--- src/rtl/nasti_pkg.sv ---
// Shared NASTI-lite write-slave types: response codes, B-queue entry and FSM states.
package nasti_pkg;

  localparam int unsigned MAX_ID_WIDTH   = 16;
  localparam int unsigned MAX_USER_WIDTH = 16;

  localparam logic [1:0] RESP_OKAY   = 2'b00;
  localparam logic [1:0] RESP_SLVERR = 2'b10;

  // Sized for the widest supported id/user; narrower configurations zero-extend.
  typedef struct packed {
    logic [MAX_ID_WIDTH-1:0]   id;
    logic [1:0]                resp;
    logic [MAX_USER_WIDTH-1:0] user;
  } b_entry_t;

  typedef enum logic {
    ST_IDLE  = 1'b0,
    ST_ISSUE = 1'b1
  } wr_state_e;

endpackage

--- src/rtl/nasti_lite_b_fifo.sv ---
// Write-response queue: in-order FIFO, full/empty from the registered count.
module nasti_lite_b_fifo
  import nasti_pkg::*;
#(
  parameter int unsigned DEPTH = 2,
  parameter type entry_t = b_entry_t
) (
  input  logic   clk,
  input  logic   rstn,
  input  logic   push,
  input  entry_t push_data,
  input  logic   pop,
  output entry_t head,
  output logic   empty,
  output logic   full
);

  localparam int unsigned PTR_W = $clog2(DEPTH);
  localparam int unsigned CNT_W = $clog2(DEPTH) + 1;

  entry_t           mem [DEPTH];
  logic [PTR_W-1:0] wr_ptr;
  logic [PTR_W-1:0] rd_ptr;
  logic [CNT_W-1:0] count;
  logic             do_push;
  logic             do_pop;

  // No pop bypass: a full queue refuses a push even when it pops that cycle.
  assign do_push = push && !full;
  assign do_pop  = pop && !empty;
  assign empty   = (count == '0);
  assign full    = (count == CNT_W'(DEPTH));
  assign head    = mem[rd_ptr];

  always_ff @(posedge clk) begin
    if (!rstn) begin
      wr_ptr <= '0;
      rd_ptr <= '0;
      count  <= '0;
    end else begin
      if (do_push) wr_ptr <= wr_ptr + PTR_W'(1);
      if (do_pop)  rd_ptr <= rd_ptr + PTR_W'(1);
      if (do_push && !do_pop)      count <= count + CNT_W'(1);
      else if (do_pop && !do_push) count <= count - CNT_W'(1);
    end
  end

  always_ff @(posedge clk) begin
    if (do_push) mem[wr_ptr] <= push_data;
  end

endmodule

--- src/rtl/nasti_lite_wr_slave.sv ---
// NASTI-lite write slave: holds one AW and one W beat, range/strobe checks them,
// issues a single-beat memory write and queues the B response.
module nasti_lite_wr_slave
  import nasti_pkg::*;
#(
  parameter int unsigned ID_WIDTH   = 1,
  parameter int unsigned ADDR_WIDTH = 8,
  parameter int unsigned DATA_WIDTH = 32,
  parameter int unsigned USER_WIDTH = 1,
  parameter int unsigned ADDR_SPAN  = 128,
  parameter int unsigned B_DEPTH    = 2
) (
  input  logic                    clk,
  input  logic                    rstn,
  input  logic [ID_WIDTH-1:0]     lite_aw_id,
  input  logic [ADDR_WIDTH-1:0]   lite_aw_addr,
  input  logic [USER_WIDTH-1:0]   lite_aw_user,
  input  logic [2:0]              lite_aw_prot,
  input  logic [3:0]              lite_aw_qos,
  input  logic [3:0]              lite_aw_region,
  input  logic                    lite_aw_valid,
  output logic                    lite_aw_ready,
  input  logic [DATA_WIDTH-1:0]   lite_w_data,
  input  logic [DATA_WIDTH/8-1:0] lite_w_strb,
  input  logic [USER_WIDTH-1:0]   lite_w_user,
  input  logic                    lite_w_valid,
  output logic                    lite_w_ready,
  output logic [ID_WIDTH-1:0]     lite_b_id,
  output logic [1:0]              lite_b_resp,
  output logic [USER_WIDTH-1:0]   lite_b_user,
  output logic                    lite_b_valid,
  input  logic                    lite_b_ready,
  output logic                    mem_req,
  input  logic                    mem_gnt,
  output logic [ADDR_WIDTH-1:0]   mem_addr,
  output logic [DATA_WIDTH-1:0]   mem_wdata,
  output logic [DATA_WIDTH/8-1:0] mem_wstrb
);

  localparam int unsigned STRB_WIDTH  = DATA_WIDTH / 8;
  localparam int unsigned OFFSET_BITS = $clog2(STRB_WIDTH);
  localparam logic [ADDR_WIDTH:0] SPAN = (ADDR_WIDTH + 1)'(ADDR_SPAN);

  wr_state_e              state;
  wr_state_e              state_d;
  logic                   rst_done;
  logic                   aw_held;
  logic                   w_held;
  logic [ID_WIDTH-1:0]    aw_id;
  logic [ADDR_WIDTH-1:0]  aw_addr;
  logic [USER_WIDTH-1:0]  aw_user;
  logic [DATA_WIDTH-1:0]  w_data;
  logic [STRB_WIDTH-1:0]  w_strb;
  logic                   aw_hs;
  logic                   w_hs;
  logic                   in_range;
  logic                   done;
  logic                   b_push;
  b_entry_t               b_push_data;
  b_entry_t               b_head;
  logic                   b_empty;
  logic                   b_full;
  logic                   unused_ok;

  // rst_done keeps both readies low for the cycles reset is sampled.
  assign lite_aw_ready = rst_done && !aw_held;
  assign lite_w_ready  = rst_done && !w_held;
  assign aw_hs         = lite_aw_valid && lite_aw_ready;
  assign w_hs          = lite_w_valid && lite_w_ready;
  assign in_range      = ({1'b0, aw_addr} < SPAN);

  assign mem_req   = (state == ST_ISSUE);
  assign mem_addr  = {aw_addr[ADDR_WIDTH-1:OFFSET_BITS], OFFSET_BITS'(0)};
  assign mem_wdata = w_data;
  assign mem_wstrb = w_strb;

  always_ff @(posedge clk) begin
    if (!rstn) begin
      state    <= ST_IDLE;
      rst_done <= 1'b0;
      aw_held  <= 1'b0;
      w_held   <= 1'b0;
    end else begin
      state    <= state_d;
      rst_done <= 1'b1;
      if (aw_hs)     aw_held <= 1'b1;
      else if (done) aw_held <= 1'b0;
      if (w_hs)      w_held <= 1'b1;
      else if (done) w_held <= 1'b0;
    end
  end

  always_ff @(posedge clk) begin
    if (aw_hs) begin
      aw_id   <= lite_aw_id;
      aw_addr <= lite_aw_addr;
      aw_user <= lite_aw_user;
    end
    if (w_hs) begin
      w_data <= lite_w_data;
      w_strb <= lite_w_strb;
    end
  end

  // Error and empty-strobe writes complete from IDLE without touching memory.
  always_comb begin
    state_d          = state;
    done             = 1'b0;
    b_push           = 1'b0;
    b_push_data      = '0;
    b_push_data.id   = MAX_ID_WIDTH'(aw_id);
    b_push_data.user = MAX_USER_WIDTH'(aw_user);
    b_push_data.resp = RESP_OKAY;
    case (state)
      ST_IDLE: begin
        if (aw_held && w_held && !b_full) begin
          if (!in_range) begin
            b_push           = 1'b1;
            b_push_data.resp = RESP_SLVERR;
            done             = 1'b1;
          end else if (w_strb == '0) begin
            b_push = 1'b1;
            done   = 1'b1;
          end else begin
            state_d = ST_ISSUE;
          end
        end
      end
      ST_ISSUE: begin
        if (mem_gnt) begin
          b_push  = 1'b1;
          done    = 1'b1;
          state_d = ST_IDLE;
        end
      end
      default: state_d = ST_IDLE;
    endcase
  end

  nasti_lite_b_fifo #(
    .DEPTH   (B_DEPTH),
    .entry_t (b_entry_t)
  ) u_b_fifo (
    .clk       (clk),
    .rstn      (rstn),
    .push      (b_push),
    .push_data (b_push_data),
    .pop       (lite_b_valid && lite_b_ready),
    .head      (b_head),
    .empty     (b_empty),
    .full      (b_full)
  );

  assign lite_b_valid = !b_empty;
  assign lite_b_id    = b_head.id[ID_WIDTH-1:0];
  assign lite_b_resp  = b_head.resp;
  assign lite_b_user  = b_head.user[USER_WIDTH-1:0];

  assign unused_ok = ^{lite_aw_prot, lite_aw_qos, lite_aw_region, lite_w_user, b_head};

endmodule

--- config.mk ---
export PLATFORM = sky130hd
export DESIGN_NAME = nasti_lite_wr_slave
export DESIGN_NICKNAME = d
export VERILOG_FILES = /design/src/rtl/nasti_pkg.sv /design/src/rtl/nasti_lite_b_fifo.sv /design/src/rtl/nasti_lite_wr_slave.sv
export SDC_FILE = /design/constraint.sdc
export NUM_CORES = 1
export LEC_CHECK = 0
export ABC_AREA = 1
export CAP_MARGIN = 10
export CORE_ASPECT_RATIO = 0.6
export CORE_MARGIN = 2
export CORE_UTILIZATION = 38
export CTS_BUF_LIST = sky130_fd_sc_hd__clkbuf_16
export DETAILED_ROUTE_END_ITERATION = 12
export MAX_ROUTING_LAYER = met4
export PLACE_DENSITY_LB_ADDON = 0.3
export SETUP_SLACK_MARGIN = 0.2
export SKIP_CTS_REPAIR_TIMING = 1
export SLEW_MARGIN = 0
export SYNTH_ARGS = -nofsm -noshare
export SYNTH_HDL_FRONTEND = slang
export SYNTH_SLANG_ARGS = --single-unit
--- constraint.sdc ---
create_clock -name clk -period 3.37 [get_ports clk]
set_clock_uncertainty 0.15 [all_clocks]
set_input_delay 0.337 -clock clk [delete_from_list [all_inputs] [get_ports clk]]
set_output_delay 0.337 -clock clk [all_outputs]
set_load 0.01 [all_outputs]
==> impl_metrics.ini <==
[timing]
tns_ns = 0
period_share = 0.596
period_needed_ns = 2.01
rsz0062_at_grt = false
finalHoldViolCount = 0
setup_viol = 0
max_freq_mhz = 498
drv_slew = 0

[placement]
dpl-instance-area_sq_um = 3040
gp_congestion = 0.762
dp_hpwl_um = 3050
io_buffers = 98

[cts]
clkSlewWorstSetupHoldPaths_ns = 0.05
cts.sinks = 59
clock_path_buffers = 2
clk_latency_ns = 0.31
cts_tree = yes
htreeDepth = 3
cts_buffers = 9
root_buffer = clkbuf_16

[power_and_ir_drop]
p_per_area_nw_per_um2 = 600
total_power_w = 0.00201
power_leakage_nw = 1.25
ir_worst_vdd_uv = 369

[floorplanning]
die_height_um = 60.0
die_w_um = 97.3
fp.coreArea_sq_um = 5050
start_util = 0.393
dieArea_sq_um = 5830
rows = 20
ios = 116

[setup_path]
r2r-start = u_b_fifo.count[1]
critPathTopFamily = buffers and inverters
critical-path-slowest-cell = clkdlybuf4s50_1
path_cells = mux2_2 -> clkdlybuf4s50_1
arrival_ns = 1.52
crit_required_ns = 2.88
cp-start-kind = flop
slowest_delay_ns = 0.48
critPathKind = flop to output port
crit_path_end_kind = output port
cp_max_fo = 3
path_buf_inv = 1

[final_layout]
num-fill-cells = 367
syn_to_final_growth_pct = 68.7
antenna_cells = 0
design_area_sq_um = 3350
layout.nets = 291
drive_gt1_frac = 0.0996

[drt]
routed_wl_um = 4150
vias_per_cell = 4.27
ant_nets = 0
drt_iter0_drc = 26
vias = 1267
route.detailed.drc = 0
drt_first_pass_iters = 4
wl_per_cell_um = 14.0

[synthesis]
synth_warnings = 0
yosys.area_share.adder = 0.00631
muxShareOfSynthArea = 0.0170
synth_top_family_by_area = simple AND/OR/NAND/NOR gates
synth_cells = 117
yosysSeqAreaShare = 0.847
synthSimpleGateAreaFrac = 0.0656
ys_seq_elements = 59
synth_top_area_cell = edfxtp_1
synth_compound_area_frac = 0.0208
synth_xor_area_frac = 0.00883
synth.cell_area_sq_um = 1980
syn_avg_cell_area_sq_um = 17.0
synth_top_cell_area_share = 0.757
ys_top_cells_by_area = edfxtp_1, dfxtp_1, inv_1
synth_cell_types = 18

[global_routing]
grt_pass1_vias = 1227
grt_pass1_wl_um = 6260
antenna_found_initial = 0
grt_start_max_net_pins = 37
grt_overflow = 0
grt_usage = 0.155

[min_path]
min_from = aw_user
hold_class = flop to flop

[run_status]
status = completed

[run]
drv_cap = 0
-- sequential cells by signal, indices dropped and copies added (netlist names), named ones only --
register,count
u_b_fifo.rd_ptr,1
mem_wdata,32
w_held,1
aw_user,1
aw_id,1
u_b_fifo.count,2
rst_done,1
aw_addr,6
mem_wstrb,4
u_b_fifo.mem,6
aw_held,1
u_b_fifo.wr_ptr,1
mem_req,1
-- layout make-up --
class / count / area [sq um] / share of cell area
well taps: 66 / 82.6 / 0.0247
flip-flops and latches: 59 / 1680 / 0.502
clock inverters: 7 / 82.6 / 0.0247
clock buffers: 9 / 225 / 0.0673
repair buffers: 99 / 988 / 0.295
inverters: 11 / 41.3 / 0.0123
multi-input cells: 46 / 246 / 0.0736
-- where the power goes --
| part | leakage [nW] | internal, W | switching [W] | total (W) |
|---|---|---|---|---|
| sequential | 0.538 | 0.000838 | 0.0000178 | 0.000856 |
| clock | 0.154 | 0.000636 | 0.000293 | 0.000930 |
| combinational | 0.555 | 0.000132 | 0.0000910 | 0.000223 |
| total | 1.25 | 0.00161 | 0.000402 | 0.00201 |
-- cells by family after synthesis --
| logic type | Yosys count |
|---|---|
| AOI/OAI and AO/OA | 8 |
| xor gates and xnor gates | 2 |
| adders and majority gates | 1 |
| buffers and inverters | 14 |
| DFF | 59 |
| muxes | 3 |
| other | 1 |
| and+or+nand+nor | 29 |
-- metal layers --
layer	global-route usage	vias to the layer above	share of wire	routed length (um)
li1	-	623	-	-
met1	0.172	595	0.43	1790
met2	0.244	47	0.49	2020
met3	0.0749	2	0.076	316
met4	0.0714	0	0.0070	29
met5	-	-	0	0
-- worst paths after layout --
check | to | slack [ns] | cells past startpoint
hold / removal | u_b_fifo.mem[0][0] | 0.31 | 0
setup reg to reg | u_b_fifo.count[1] | 1.49 | 12
hold reg to reg | u_b_fifo.mem[0][0] | 0.31 | 0
setup / recovery | lite_b_resp[1] | 1.36 | 2
-- stage by stage --
step	utilization	hold WS, ns	std cells	setup WS [ns]
after floorplan	-	0.215	119	1.48
after global placement	0.601	0.281	281	1.29
after detailed placement	0.601	0.297	281	1.28
after CTS	0.662	0.313	297	1.35
after global routing	0.662	0.325	297	1.31
final	0.662	0.306	297	1.36
-- Yosys cell counts --
cell type	count
buf_4	3
nand3_2	1
nor3_1	1
a21oi_1	5
nor2_1	11
o21ai_0	2
a31oi_1	1
nand3_1	3
xor2_1	2
nand2_2	2
mux2_2	3
dfxtp_1	9
edfxtp_1	50
nand2_1	9
inv_1	11
conb_1	1
ha_1	1
nor2_2	2
-- cell usage in the layout (no fill, tap or decap) --
cell type	synthesis	routed
nand2_1	9	9
nor2_2	2	2
clkinv_2	0	3
conb_1	1	3
edfxtp_1	50	50
inv_1	11	11
clkdlybuf4s50_1	0	98
nand2_2	2	2
a31oi_1	1	1
nor3_1	1	1
o21ai_0	2	2
mux2_2	3	3
nand3_2	1	1
nand3_1	3	3
buf_4	3	1
clkbuf_16	0	9
dfxtp_1	9	9
a21oi_1	5	5
bufinv_16	0	2
clkinv_1	0	2
ha_1	1	1
nor2_1	11	11
xor2_1	2	2
Note: power is estimated with default switching activity, not from simulation.
